File: src/rtl/fme_pkg.sv
// Shared types and the neighbour offset table for the fractional-ME search controller.
// Offsets are signed quarter-pel units.
package fme_pkg;

    typedef enum logic [2:0] {
        IDLE,
        SCAN,
        DRAIN,
        EVAL,
        DONE
    } fme_st_e;

    typedef enum logic {
        HALF,
        QUART
    } fme_phase_e;

    localparam int NUM_CAND = 17;
    localparam int NUM_NB   = 8;

    // Neighbour table, raster order: (-1,-1) (0,-1) (+1,-1) (-1,0) (+1,0) (-1,+1) (0,+1) (+1,+1)
    function automatic logic signed [2:0] nb_dx(input logic [2:0] idx);
        case (idx)
            3'd0, 3'd3, 3'd5: return -3'sd1;
            3'd2, 3'd4, 3'd7: return 3'sd1;
            default:          return 3'sd0;
        endcase
    endfunction

    function automatic logic signed [2:0] nb_dy(input logic [2:0] idx);
        case (idx)
            3'd0, 3'd1, 3'd2: return -3'sd1;
            3'd5, 3'd6, 3'd7: return 3'sd1;
            default:          return 3'sd0;
        endcase
    endfunction

endpackage

File: src/rtl/fme_sad_acc.sv
// Saturating SAD accumulator: clear has priority over add; result clamps at all-ones.
module fme_sad_acc #(
    parameter int PIX_W = 8,
    parameter int SAD_W = 16
) (
    input  logic             clk,
    input  logic             rst,
    input  logic             i_clr,
    input  logic             i_en,
    input  logic [PIX_W-1:0] i_din,
    output logic [SAD_W-1:0] o_sad
);

    logic [SAD_W-1:0] r_acc;

    function automatic logic [SAD_W-1:0] sat_add(input logic [SAD_W-1:0] a,
                                                 input logic [PIX_W-1:0] b);
        logic [SAD_W:0] sum;
        sum = {1'b0, a} + (SAD_W+1)'(b);
        return sum[SAD_W] ? {SAD_W{1'b1}} : sum[SAD_W-1:0];
    endfunction

    always_ff @(posedge clk or posedge rst) begin
        if (rst) begin
            r_acc <= '0;
        end else if (i_clr) begin
            r_acc <= '0;
        end else if (i_en) begin
            r_acc <= sat_add(r_acc, i_din);
        end
    end

    assign o_sad = r_acc;

endmodule

File: src/rtl/fme_search_ctrl.sv
// Fractional motion-estimation search sequencer: 9 half-pel then 8 quarter-pel candidates,
// each scanned in raster order into the interpolation datapath, best SAD kept.
module fme_search_ctrl
    import fme_pkg::*;
#(
    parameter int BLK_W  = 8,
    parameter int BLK_H  = 8,
    parameter int PIX_W  = 8,
    parameter int SAD_W  = 16,
    parameter int DP_LAT = 2
) (
    input  logic                    clk,
    input  logic                    rst,
    input  logic                    start,
    output logic                    busy,
    output logic                    done,
    output logic signed [2:0]       best_dx,
    output logic signed [2:0]       best_dy,
    output logic        [SAD_W-1:0] best_sad,
    output logic signed [2:0]       cand_dx,
    output logic signed [2:0]       cand_dy,
    output logic        [7:0]       pix_pos,
    output logic                    pix_valid,
    input  logic        [PIX_W-1:0] absdiff,
    input  logic                    absdiff_valid
);

    localparam int LAT_W = (DP_LAT > 1) ? $clog2(DP_LAT) : 1;
    localparam logic [3:0]       COL_MAX = 4'(BLK_W - 1);
    localparam logic [3:0]       ROW_MAX = 4'(BLK_H - 1);
    localparam logic [LAT_W-1:0] LAT_MAX = LAT_W'(DP_LAT - 1);

    fme_st_e           r_st;
    fme_phase_e        r_phase;
    logic [3:0]        r_k;
    logic [3:0]        r_row;
    logic [3:0]        r_col;
    logic [LAT_W-1:0]  r_lat;
    logic              r_busy;
    logic              r_done;
    logic              r_pix_valid;
    logic signed [2:0] r_cand_dx;
    logic signed [2:0] r_cand_dy;
    logic signed [2:0] r_half_dx;
    logic signed [2:0] r_half_dy;
    logic signed [2:0] r_best_dx;
    logic signed [2:0] r_best_dy;
    logic [SAD_W-1:0]  r_best_sad;

    logic [SAD_W-1:0]  w_sad;
    logic              w_acc_en;
    logic              w_acc_clr;
    logic              w_take;
    logic              w_last_pix;
    logic signed [2:0] w_nbx;
    logic signed [2:0] w_nby;
    logic [2:0]        w_nb_next;

    // Returned abs-diffs may still be in flight during DRAIN; EVAL consumes and clears.
    assign w_acc_en  = absdiff_valid && ((r_st == SCAN) || (r_st == DRAIN));
    assign w_acc_clr = (r_st == EVAL) || ((r_st == IDLE) && start);

    fme_sad_acc #(
        .PIX_W (PIX_W),
        .SAD_W (SAD_W)
    ) u_sad_acc (
        .clk   (clk),
        .rst   (rst),
        .i_clr (w_acc_clr),
        .i_en  (w_acc_en),
        .i_din (absdiff),
        .o_sad (w_sad)
    );

    // Very first candidate always loads; afterwards strict less-than so ties keep the earlier one.
    assign w_take     = ((r_phase == HALF) && (r_k == 4'd0)) || (w_sad < r_best_sad);
    assign w_nbx      = w_take ? r_cand_dx : r_best_dx;
    assign w_nby      = w_take ? r_cand_dy : r_best_dy;
    assign w_last_pix = (r_row == ROW_MAX) && (r_col == COL_MAX);
    assign w_nb_next  = r_k[2:0] + 3'd1;

    always_ff @(posedge clk or posedge rst) begin
        if (rst) begin
            r_st        <= IDLE;
            r_phase     <= HALF;
            r_k         <= '0;
            r_row       <= '0;
            r_col       <= '0;
            r_lat       <= '0;
            r_busy      <= 1'b0;
            r_done      <= 1'b0;
            r_pix_valid <= 1'b0;
            r_cand_dx   <= '0;
            r_cand_dy   <= '0;
            r_half_dx   <= '0;
            r_half_dy   <= '0;
            r_best_dx   <= '0;
            r_best_dy   <= '0;
            r_best_sad  <= '0;
        end else begin
            r_done <= 1'b0;
            case (r_st)
                IDLE: begin
                    if (start) begin
                        r_st        <= SCAN;
                        r_busy      <= 1'b1;
                        r_phase     <= HALF;
                        r_k         <= '0;
                        r_row       <= '0;
                        r_col       <= '0;
                        r_cand_dx   <= '0;
                        r_cand_dy   <= '0;
                        r_pix_valid <= 1'b1;
                    end
                end
                SCAN: begin
                    if (w_last_pix) begin
                        r_st        <= DRAIN;
                        r_pix_valid <= 1'b0;
                        r_row       <= '0;
                        r_col       <= '0;
                        r_lat       <= '0;
                    end else if (r_col == COL_MAX) begin
                        r_col <= '0;
                        r_row <= r_row + 4'd1;
                    end else begin
                        r_col <= r_col + 4'd1;
                    end
                end
                DRAIN: begin
                    if (r_lat == LAT_MAX) begin
                        r_st <= EVAL;
                    end else begin
                        r_lat <= r_lat + 1'b1;
                    end
                end
                EVAL: begin
                    if (w_take) begin
                        r_best_dx  <= r_cand_dx;
                        r_best_dy  <= r_cand_dy;
                        r_best_sad <= w_sad;
                    end
                    if ((r_phase == QUART) && (r_k == 4'd7)) begin
                        r_st   <= DONE;
                        r_done <= 1'b1;
                    end else begin
                        r_st        <= SCAN;
                        r_pix_valid <= 1'b1;
                        if ((r_phase == HALF) && (r_k == 4'd8)) begin
                            // Best half-pel point (including this candidate) becomes the quarter-pel centre.
                            r_phase   <= QUART;
                            r_k       <= '0;
                            r_half_dx <= w_nbx;
                            r_half_dy <= w_nby;
                            r_cand_dx <= w_nbx + nb_dx(3'd0);
                            r_cand_dy <= w_nby + nb_dy(3'd0);
                        end else if (r_phase == HALF) begin
                            r_k       <= r_k + 4'd1;
                            r_cand_dx <= nb_dx(r_k[2:0]) <<< 1;
                            r_cand_dy <= nb_dy(r_k[2:0]) <<< 1;
                        end else begin
                            r_k       <= r_k + 4'd1;
                            r_cand_dx <= r_half_dx + nb_dx(w_nb_next);
                            r_cand_dy <= r_half_dy + nb_dy(w_nb_next);
                        end
                    end
                end
                DONE: begin
                    r_st   <= IDLE;
                    r_busy <= 1'b0;
                end
                default: begin
                    r_st <= IDLE;
                end
            endcase
        end
    end

    assign busy      = r_busy;
    assign done      = r_done;
    assign best_dx   = r_best_dx;
    assign best_dy   = r_best_dy;
    assign best_sad  = r_best_sad;
    assign cand_dx   = r_cand_dx;
    assign cand_dy   = r_cand_dy;
    assign pix_pos   = {r_row, r_col};
    assign pix_valid = r_pix_valid;

endmodule

File: config.mk
export PLATFORM = sky130hd
export DESIGN_NAME = fme_search_ctrl
export DESIGN_NICKNAME = d
export VERILOG_FILES = /design/src/rtl/fme_pkg.sv /design/src/rtl/fme_sad_acc.sv /design/src/rtl/fme_search_ctrl.sv
export SDC_FILE = /design/constraint.sdc
export NUM_CORES = 1
export LEC_CHECK = 0
export ABC_AREA = 1
export CELL_PAD_IN_SITES_DETAIL_PLACEMENT = 1
export CELL_PAD_IN_SITES_GLOBAL_PLACEMENT = 2
export CORE_MARGIN = 10
export CORE_UTILIZATION = 37
export CTS_BUF_LIST = sky130_fd_sc_hd__clkbuf_8
export DETAILED_ROUTE_END_ITERATION = 6
export PLACE_DENSITY_LB_ADDON = 0.1
export SLEW_MARGIN = 10
export SYNTH_ARGS = -nofsm -noshare
export SYNTH_HDL_FRONTEND = slang
export SYNTH_SLANG_ARGS = --single-unit
File: constraint.sdc
create_clock -name clk -period 8.4 [get_ports clk]
set_input_delay 1.26 -clock clk [delete_from_list [all_inputs] [get_ports clk]]
set_output_delay 1.26 -clock clk [all_outputs]
set_load 0.01 [all_outputs]
==> impl_metrics.toml <==
[route]
route.met2.wl_mm = 5.63
dr.pass1.iters = 4
routedWlPerCell_um = 16.0
drt_iter0_drc = 174
m1WireLength_mm = 5.70
via_per_inst = 5.07
wl_mm = 12.0
routed-via-count = 3806
ant_nets = 0
drc = 0
highest_layer = "met4"
dr_wl_met3_um = 456

[finish]
drive_above_1_share_pct = 7.91
fin_nets = 656
fin_area_mm2 = 0.00524
n_antenna_cell = 0
area_growth_pct = 18.3
fin_cells = 750

[placed_design]
place_area_mm2 = 0.00506
hpwl_mm = 9.08
place_congestion = 0.792
placedCellCount = 735
portBuffers = 50

[timing]
hold_viol = 0
fmax_mhz = 322
finClkSkew_ps = 7.35
post-route-min-period_ps = 3110
fin_crit_sh_pct = 37.0
rsz0062_at_grt = "no"
worstMarginPinSlew_ps = 932
final.setup.tns_ps = 0
finalMaxSlewViolations = 0
timing.slew.headroom_pct = 37.9
holdWs_ps = 485
setup_violations = 0

[floorplanning]
fp.dieW_um = 129
initial_utilization_pct = 38.3
core_area_mm2 = 0.0116
die_height_um = 129
rows = 39
dieArea_mm2 = 0.0168
io_pins = 51

[worst_setup_path]
crit_chain = "clkdlybuf4s50_1, ha_1, fa_1, nand2_1, inv_1, nand2_1, nand2_2, nand2_1, nand3_2, nand4_4, nor3_4, inv_2, nand3_1, nand2_1, o21ai_2"
r2r_end = "cand_dx[2]"
reg2reg_from = "r_k[0]"
worstSetupStartpointType = "input port"
rrSetupSlack_ps = 5400
critical_path_required_ps = 8680
end_kind = "flop"
critPathSlowestCell = "clkdlybuf4s50_1"
crit_type = "input port to flop"
rr_worst_depth = 15
max_stage_delay_ps = 460
cpLargestDelayFamily = "simple AND/OR/NAND/NOR gates"
critical-path-top-cell-by-count = "nand2_1"
cp.buffers_inverters = 3
arrival_ps = 3390
cp_max_fo = 9

[clock_network]
clk_pin_slew_ps = 70
cts-root-buf = "clkbuf_8"
cts_tree = "done"
cts_sinks = 70
post_cts_buffers = 0
hold_buffers = 0
h-tree-depth = 3
cts_buffers = 9
clockBufferDepth = 2
ctsResizeCount = 0
clk_latency_ps = 360

[logic_synthesis]
ys_async_sr_fraction_pct = 100
seq_area_frac_synth_pct = 39.5
avgSynthCellArea_um2 = 8.04
synth_seq_cells = 70
syn_nets = 604
synth-main-ff-cell = "dfrtp_1"
synth-edff-count = 0
ys_warn_count = 0
synthCells = 551
syn-cell-area_mm2 = 0.00443
post_synth_num_cell_types = 42

[worst_hold_path]
worst_hold_startpoint = "r_half_dy[1]"
holdCritPathClass = "flop to flop"
min_to = "r_half_dy[1]"
hold_depth = 2

[pwr]
peakVddDrop_v = 0.0000757
cellLeakagePower_nw = 2.50
pwr_density_cell_mw_per_mm2 = 210
finalPower_w = 0.00110

[global_route]
grt_pass1_wl_mm = 20.5
antenna_found_initial = 0
grt_overflow = 0
grt_max_degree = 71
grt_usage_pct = 15.3
grt_pass1_vias = 4098

[job]
drv_cap = 0

[run_status]
status = "finished, final reports clean"
worst min-delay path: cells and delay by family (launching register included):
family	cells	cell delay, ps
AOI/OAI and AO/OA	1	50
DFF	1	350
and+or+nand+nor	1	50
report_power, final:
part           internal (W)  switching, W  total (W)
clock              0.000136      0.000131   0.000268
combinational      0.000157      0.000270   0.000426
sequential         0.000369     0.0000391   0.000408
total              0.000661      0.000440    0.00110
area by class of cell:
cell class                      instances  area [um^2]
Clock buffer                           13          179
Clock inverter                          2         7.51
Fill cell                            1400         6320
Inverter                               92          345
Multi-Input combinational cell        379         2270
Sequential cell                        70         1750
Tap cell                              143          179
Timing Repair Buffer                   51          508
synth_stat cells (5+ instances only):
cell type	n	area share [%]
xor2_1	10	2.0
nand2_1	122	10
inv_1	85	7.2
o21ai_1	10	1.1
nor2_1	28	2.4
nand3_1	31	3.5
o21ai_0	69	7.8
dfrtp_1	70	40
inv_2	7	0.59
nor2_4	5	1.3
a21oi_1	20	2.3
ha_1	38	11
nand2_2	5	0.71
cells by family after synthesis:
| group | after synthesis | synth area share [%] |
|---|---|---|
| simple gates | 210 | 22.4 |
| compound gates | 117 | 14.7 |
| buf+inv | 102 | 9.20 |
| flops | 70 | 39.5 |
| fa+ha+maj | 41 | 12.1 |
| xor+xnor | 11 | 2.17 |
per-layer routing:
metal / track usage (%) / up-vias
met1: 19.2 / 1850
met2: 25.2 / 55
li1: - / 1888
met3: 3.43 / 13
met4: 5.75 / 0
met5: 0 / -
cell usage in the layout (no fill, tap or decap), types with 13 or more instances in the layout:
cell | Yosys | final
clkbuf_8 | 0 | 13
nand2_1 | 122 | 122
o21ai_0 | 69 | 69
inv_1 | 85 | 86
nand3_1 | 31 | 31
ha_1 | 38 | 38
a21oi_1 | 20 | 20
nor2_1 | 28 | 28
clkdlybuf4s50_1 | 0 | 50
dfrtp_1 | 70 | 70
worst max-delay path by stage:
stage | from | endpoint | depth (start not counted) | slack [ps]
2_1_floorplan | rst | best_dx[0] | 1 | 5370
3_5_place_dp | absdiff[0] | u_sad_acc.o_sad[9] | 15 | 4930
5_1_grt | absdiff[0] | u_sad_acc.o_sad[13] | 15 | 5070
4_1_cts | absdiff[0] | u_sad_acc.o_sad[9] | 15 | 5300
3_3_place_gp | absdiff[0] | u_sad_acc.o_sad[13] | 15 | 4970
6_report | absdiff[0] | u_sad_acc.o_sad[9] | 15 | 5290
per-stage QoR:
step	utilization [%]	worst slack [ps]
2_1_floorplan	-	5370
3_3_place_gp	43.7	4970
3_5_place_dp	43.7	4930
4_1_cts	45.3	5300
5_1_grt	45.3	5070
6_report	45.3	5290
flip-flops by register name, indices dropped and copies added (netlist names), 3 cells and up:
| register | cells |
|---|---|
| best_dy | 3 |
| r_row | 4 |
| best_dx | 3 |
| r_half_dx | 3 |
| best_sad | 16 |
| u_sad_acc.o_sad | 16 |
| r_half_dy | 3 |
| r_col | 4 |
| cand_dy | 3 |
| cand_dx | 3 |
| r_k | 4 |
| r_st | 3 |
No activity file was read; power rests on OpenSTA's default activity.
